===== src/rtl/otp_pkg.sv =====
// Shared types and defaults for the OTP byte sequencer.
package otp_pkg;

   typedef enum logic [1:0] {
      IDLE  = 2'd0,
      START = 2'd1,
      WAIT  = 2'd2,
      HOLD  = 2'd3
   } seq_state_t;

   localparam int START_CYCLES_DEF   = 2;
   localparam int TIMEOUT_CYCLES_DEF = 1024;

   // Width of a counter that must hold 0 .. n-1.
   function automatic int cnt_width(input int n);
      return (n < 2) ? 1 : $clog2(n);
   endfunction

endpackage


===== src/rtl/otp_done_sync.sv =====
// Two-flop synchronizer for the engine done level plus rising-edge detect.
// Latency: sync_rise asserts two clk edges after async_in rises; no backpressure.
// A level already high produces no pulse until it falls and rises again.
module otp_done_sync (
   input  logic clk,
   input  logic reset_n,
   input  logic async_in,
   output logic sync_rise
);

   // [0],[1] form the synchronizer; [2] is the previous synchronized value.
   logic [2:0] sync_q;

   always_ff @(posedge clk or negedge reset_n) begin
      if (!reset_n) begin
         sync_q <= 3'b000;
      end else begin
         sync_q <= {sync_q[1:0], async_in};
      end
   end

   assign sync_rise = sync_q[1] & ~sync_q[2];

endmodule


===== src/rtl/otp_byte_sequencer.sv =====
// Feeds one byte at a time to the OTP engine and returns its result downstream.
// Latency: capture, START_CYCLES of eng_start, then result 3 clk after eng_done rises.
// Backpressure: holds the result in HOLD until out_ready; in_ready low while a byte is in flight.
module otp_byte_sequencer
   import otp_pkg::*;
#(
   parameter int START_CYCLES   = START_CYCLES_DEF,
   parameter int TIMEOUT_CYCLES = TIMEOUT_CYCLES_DEF
) (
   input  logic        clk,
   input  logic        reset_n,
   input  logic        in_valid,
   output logic        in_ready,
   input  logic [7:0]  in_data,
   input  logic        in_passthrough,
   output logic [7:0]  eng_data,
   output logic        eng_passthrough,
   output logic        eng_start,
   input  logic        eng_done,
   input  logic [7:0]  eng_result,
   output logic        out_valid,
   input  logic        out_ready,
   output logic [7:0]  out_data,
   output logic        err_timeout,
   output logic [15:0] byte_count
);

   localparam int SW = cnt_width(START_CYCLES);
   localparam int TW = cnt_width(TIMEOUT_CYCLES);
   localparam logic [SW-1:0] START_LAST   = SW'(START_CYCLES - 1);
   localparam logic [TW-1:0] TIMEOUT_LAST = TW'(TIMEOUT_CYCLES - 1);

   seq_state_t    state;
   seq_state_t    state_nxt;
   logic [SW-1:0] start_cnt;
   logic [TW-1:0] wait_cnt;
   logic          done_rise;
   logic          accept;
   logic          start_last;
   logic          timeout_hit;
   logic          deliver;

   otp_done_sync u_done_sync (
      .clk       (clk),
      .reset_n   (reset_n),
      .async_in  (eng_done),
      .sync_rise (done_rise)
   );

   assign accept      = in_valid && (state == IDLE);
   assign start_last  = (start_cnt == START_LAST);
   assign timeout_hit = (wait_cnt == TIMEOUT_LAST);
   assign deliver     = (state == HOLD) && out_ready;

   always_ff @(posedge clk or negedge reset_n) begin
      if (!reset_n) begin
         state <= IDLE;
      end else begin
         state <= state_nxt;
      end
   end

   always_comb begin
      state_nxt = state;
      in_ready  = 1'b0;
      eng_start = 1'b0;
      out_valid = 1'b0;
      case (state)
         IDLE: begin
            in_ready = 1'b1;
            if (in_valid) begin
               state_nxt = START;
            end
         end
         START: begin
            eng_start = 1'b1;
            if (start_last) begin
               state_nxt = WAIT;
            end
         end
         WAIT: begin
            // Completion takes priority over a coincident timeout.
            if (done_rise) begin
               state_nxt = HOLD;
            end else if (timeout_hit) begin
               state_nxt = IDLE;
            end
         end
         HOLD: begin
            out_valid = 1'b1;
            if (out_ready) begin
               state_nxt = IDLE;
            end
         end
         default: begin
            state_nxt = IDLE;
         end
      endcase
   end

   // Both counters sit at zero outside their state, so entry always starts from zero.
   always_ff @(posedge clk or negedge reset_n) begin
      if (!reset_n) begin
         start_cnt <= '0;
         wait_cnt  <= '0;
      end else begin
         if ((state == START) && !start_last) begin
            start_cnt <= start_cnt + 1'b1;
         end else begin
            start_cnt <= '0;
         end
         if (state == WAIT) begin
            wait_cnt <= wait_cnt + 1'b1;
         end else begin
            wait_cnt <= '0;
         end
      end
   end

   always_ff @(posedge clk or negedge reset_n) begin
      if (!reset_n) begin
         eng_data        <= 8'h00;
         eng_passthrough <= 1'b0;
         out_data        <= 8'h00;
         err_timeout     <= 1'b0;
         byte_count      <= 16'h0000;
      end else begin
         if (accept) begin
            eng_data        <= in_data;
            eng_passthrough <= in_passthrough;
         end
         if ((state == WAIT) && done_rise) begin
            out_data <= eng_result;
         end
         if ((state == WAIT) && !done_rise && timeout_hit) begin
            err_timeout <= 1'b1;
         end
         if (deliver) begin
            byte_count <= byte_count + 16'd1;
         end
      end
   end

endmodule

===== config.mk =====
export PLATFORM = sky130hd
export DESIGN_NAME = otp_byte_sequencer
export DESIGN_NICKNAME = d
export VERILOG_FILES = /design/src/rtl/otp_pkg.sv /design/src/rtl/otp_done_sync.sv /design/src/rtl/otp_byte_sequencer.sv
export SDC_FILE = /design/constraint.sdc
export NUM_CORES = 1
export LEC_CHECK = 0
export CORE_MARGIN = 10
export CORE_UTILIZATION = 25
export DETAILED_ROUTE_END_ITERATION = 7
export GPL_TIMING_DRIVEN = 0
export PLACE_DENSITY = 0.49
export RECOVER_POWER = 25
export SYNTH_ARGS = -nofsm -noshare
export SYNTH_HDL_FRONTEND = slang
export SYNTH_SLANG_ARGS = --single-unit

===== constraint.sdc =====
create_clock -name clk -period 1.5 [get_ports clk]
set_input_delay 0.45 -clock clk [delete_from_list [all_inputs] [get_ports clk]]
set_output_delay 0.45 -clock clk [all_outputs]
set_load 0.01 [all_outputs]

==> out/qor.yml <==
r2r_slack_ns: 0.01
nFillCells: 835
numCtsBuffers: 5
root_buffer: "clkbuf_8"
synth_xor_xnor_area_share: 0.08517
die_w_um: 112.9
hold_path_class: "primary input to async pin"
p_per_area_mw_per_mm2: 1464
max_freq_mhz: 656.0
cp-end-kind: "primary output"
grt_max_degree: 27
worstSetupStartpointType: "register"
ant_nets: 0
worstRegToRegCells: 6
final_nets: 283
drc_errors: 0
yosys_register_bits: 50
path_common_cell: "buf_6"
netlist_area_mm2: 0.002160
finalSetupViolCount: 1
slew_headroom: 0.5344
wl_per_cell_um: 14.28
die_area_mm2: 0.01276
status: "finished with violations"
leakage_nw: 1.509
cts-htree-levels: 2
vias: 1547
ir_worst_vdd_mv: 0.5254
rsz0062_at_grt: "yes"
yosysWarnings: 0
p_total_mw: 4.752
gp_congestion: 0.6914
finalNonFillerCells: 365
cp_max_fo: 4
switching_share: 0.3075
cts-hold-fix-buffers: 0
fin_tns_setup_ns: -0.02441
maxCapViolCount: 0
path_cells: "buf_6 > and2_4 > buf_6"
synth_nets: 196
power.share.combinational: 0.407
synth_cell_type_count: 32
start_util: 0.2602
synthSimpleGateAreaFrac: 0.1692
cts.reportedPaths.clkPinSlew_ns: 0.09
detail_route.first_pass.iterations: 3
cts_sinks: 50
drive_gt1_frac: 0.3038
grt_pass1_wl_um: 8887
io_buffers: 58
synth.top_cell.area_share: 0.5794
drtIter0Drc: 66
worstSetupPathType: "register to primary output"
area_growth_pct: 50.29
clk_latency_ns: 0.30
p_sw_mw: 1.461
design.core.area_mm2: 0.008299
critPathSlowestCell: "dfrtp_1"
slowest_delay_ns: 0.39
fin_ws_ns: -0.02441
cts_tree: "done"
finalMaxSlewViolations: 0
min_period_over_period: 1.016
syn_inst: 172
routed_wl_um: 5211
worstMarginPinSlew_ns: 0.6984
cp.required_ns: 1.05
placedCellCount: 336
synth_top_family_by_area: "simple AND/OR/NAND/NOR gates"
synth_adder_area_share: 0.01159
pwr-share-seq: 0.394
place_hpwl_um: 3617
clock_power_share: 0.199
synthTopCellsByArea: "dfrtp_1 58%, mux2_2 9.4%, xnor2_1 4.5%"
ioPinCount: 59
syn_avg_cell_area_um2: 12.56
cp.arrival_ns: 1.07
grt_usage: 0.08492
grt_antenna_before_repair: 0
rows: 33
n_antenna_cell: 0
synth_compound_area_frac: 0.01564
clock_skew_ns: 0.005716
cts_buffer_depth: 2
p_int_mw: 3.291
die_h_um: 112.9
via_per_inst: 4.238
grt_pass1_vias: 1669
muxShareOfSynthArea: 0.1089
yosysTopAreaCell: "dfrtp_1"
period_needed_ns: 1.524
violations: "setup timing"
yosysSeqAreaShare: 0.5794
grt-ovfl-total: 0
finalHoldViolations: 0
-- layout make-up --
cell class | count | area (um^2) | share of cell area
flip-flops and latches | 50 | 1257 | 0.3874
multi-input cells | 108 | 929.6 | 0.2864
repair buffers | 80 | 744.5 | 0.2294
well taps | 105 | 131.4 | 0.04048
clock buffers | 7 | 76.32 | 0.02352
plain buffers | 4 | 38.79 | 0.01195
inverters | 10 | 37.54 | 0.01157
clock inverters | 1 | 30.03 | 0.009252
-- worst max-delay path, delay by kind of cell (launching register included) --
kind                   cells  cell delay, ns
flip-flops                 1            0.39
AND/OR/NAND/NOR            1            0.15
buffers and inverters      2            0.24
-- Yosys cell counts --
cell type and instances:
nor2_1 15, nand4_1 4, nor4_4 2, or3_1 2, o21ai_0 3, clkbuf_1 1, inv_1 10, nor3_2 3
xor2_1 10, nor2_4 1, or2_1 1, mux2_2 18, ha_1 2, and3_1 2, nor3_1 3, nor2b_1 1
xnor2_1 11, buf_6 1, and2_1 2, mux4_2 1, nand2b_1 2, nand4_2 1, a21oi_1 2, nand2_1 7
nor4_2 1, buf_2 1, nor3_4 1, mux2i_1 1, buf_4 1, dfrtp_1 50, o41ai_1 1, nand3_1 11
-- repair_timing --
| item | 4_1_cts | 5_1_grt |
|---|---|---|
| setup endpoints to repair | 68 | 32 |
| gates resized for setup | 74 | 16 |
| pin swaps | 4 | 8 |
| buffers inserted | 15 | 6 |
-- cell families after synthesis --
logic type      Yosys count
xor+xnor                 21
compound gates            6
buf+inv                  14
flops                    50
mux                      20
simple gates             59
fa+ha+maj                 2
-- sequential cells by signal, summed over array words and instances (netlist names), 2 cells and up --
name / count
eng_data: 8
out_data: 8
u_done_sync.sync_q: 3
byte_count: 16
wait_cnt: 10
state: 2
-- final timing paths --
path | startpoint | to
worst max-delay path | state[0] | out_valid
max in group asynchronous | reset_n | byte_count[2]
min in group clk | u_done_sync.sync_q[0] | u_done_sync.sync_q[1]
worst min-delay path | reset_n | wait_cnt[0]
worst min register to register | u_done_sync.sync_q[0] | u_done_sync.sync_q[1]
worst max register to register | state[0] | out_data[7]
-- power by group through the flow --
stage / logic (mW) / clock network [mW] / registers (mW)
finish: 1.93 / 0.946 / 1.87
global route: 2.13 / 1.03 / 1.93
CTS: 1.86 / 0.994 / 1.88
detailed placement: 1.67 / 0 / 1.94
global placement: 1.66 / 0 / 1.93
floorplan: 0.636 / 0 / 2.05
-- through the flow --
step                setup slack, ns  hold WS (ns)  instance area [um^2]  utilization
CTS                        -0.02888        0.1817                  3156       0.3802
finish                     -0.02441        0.1783                  3246       0.3911
global placement             -1.690        0.3351                  2872       0.3460
global route               -0.06185        0.2207                  3246       0.3911
floorplan                   0.09688        0.1544                  2160            -
detailed placement          -0.5580        0.3393                  2887       0.3478
-- cell usage in the layout (no fill, tap or decap), drive strengths merged, types with 5 or more instances in the layout --
master	synthesis	layout
dfrtp	50	50
nor3	7	7
nand3	11	11
nand2	7	7
nor2	16	16
nand4	5	5
clkbuf	1	9
xor2	10	10
xnor2	11	11
clkdlybuf4s15	0	6
buf	3	28
inv	10	10
dlygate4sd2	0	29
mux2	18	18
clkdlybuf4s50	0	18
-- metal layers --
metal,share of wire,GRT usage,vias up
li1,-,-,756
met1,0.47,0.1088,746
met2,0.46,0.1313,39
met3,0.059,0.02800,6
met4,0.013,0.02792,0
met5,0,0,-
No activity file was read; power rests on OpenSTA's default activity.
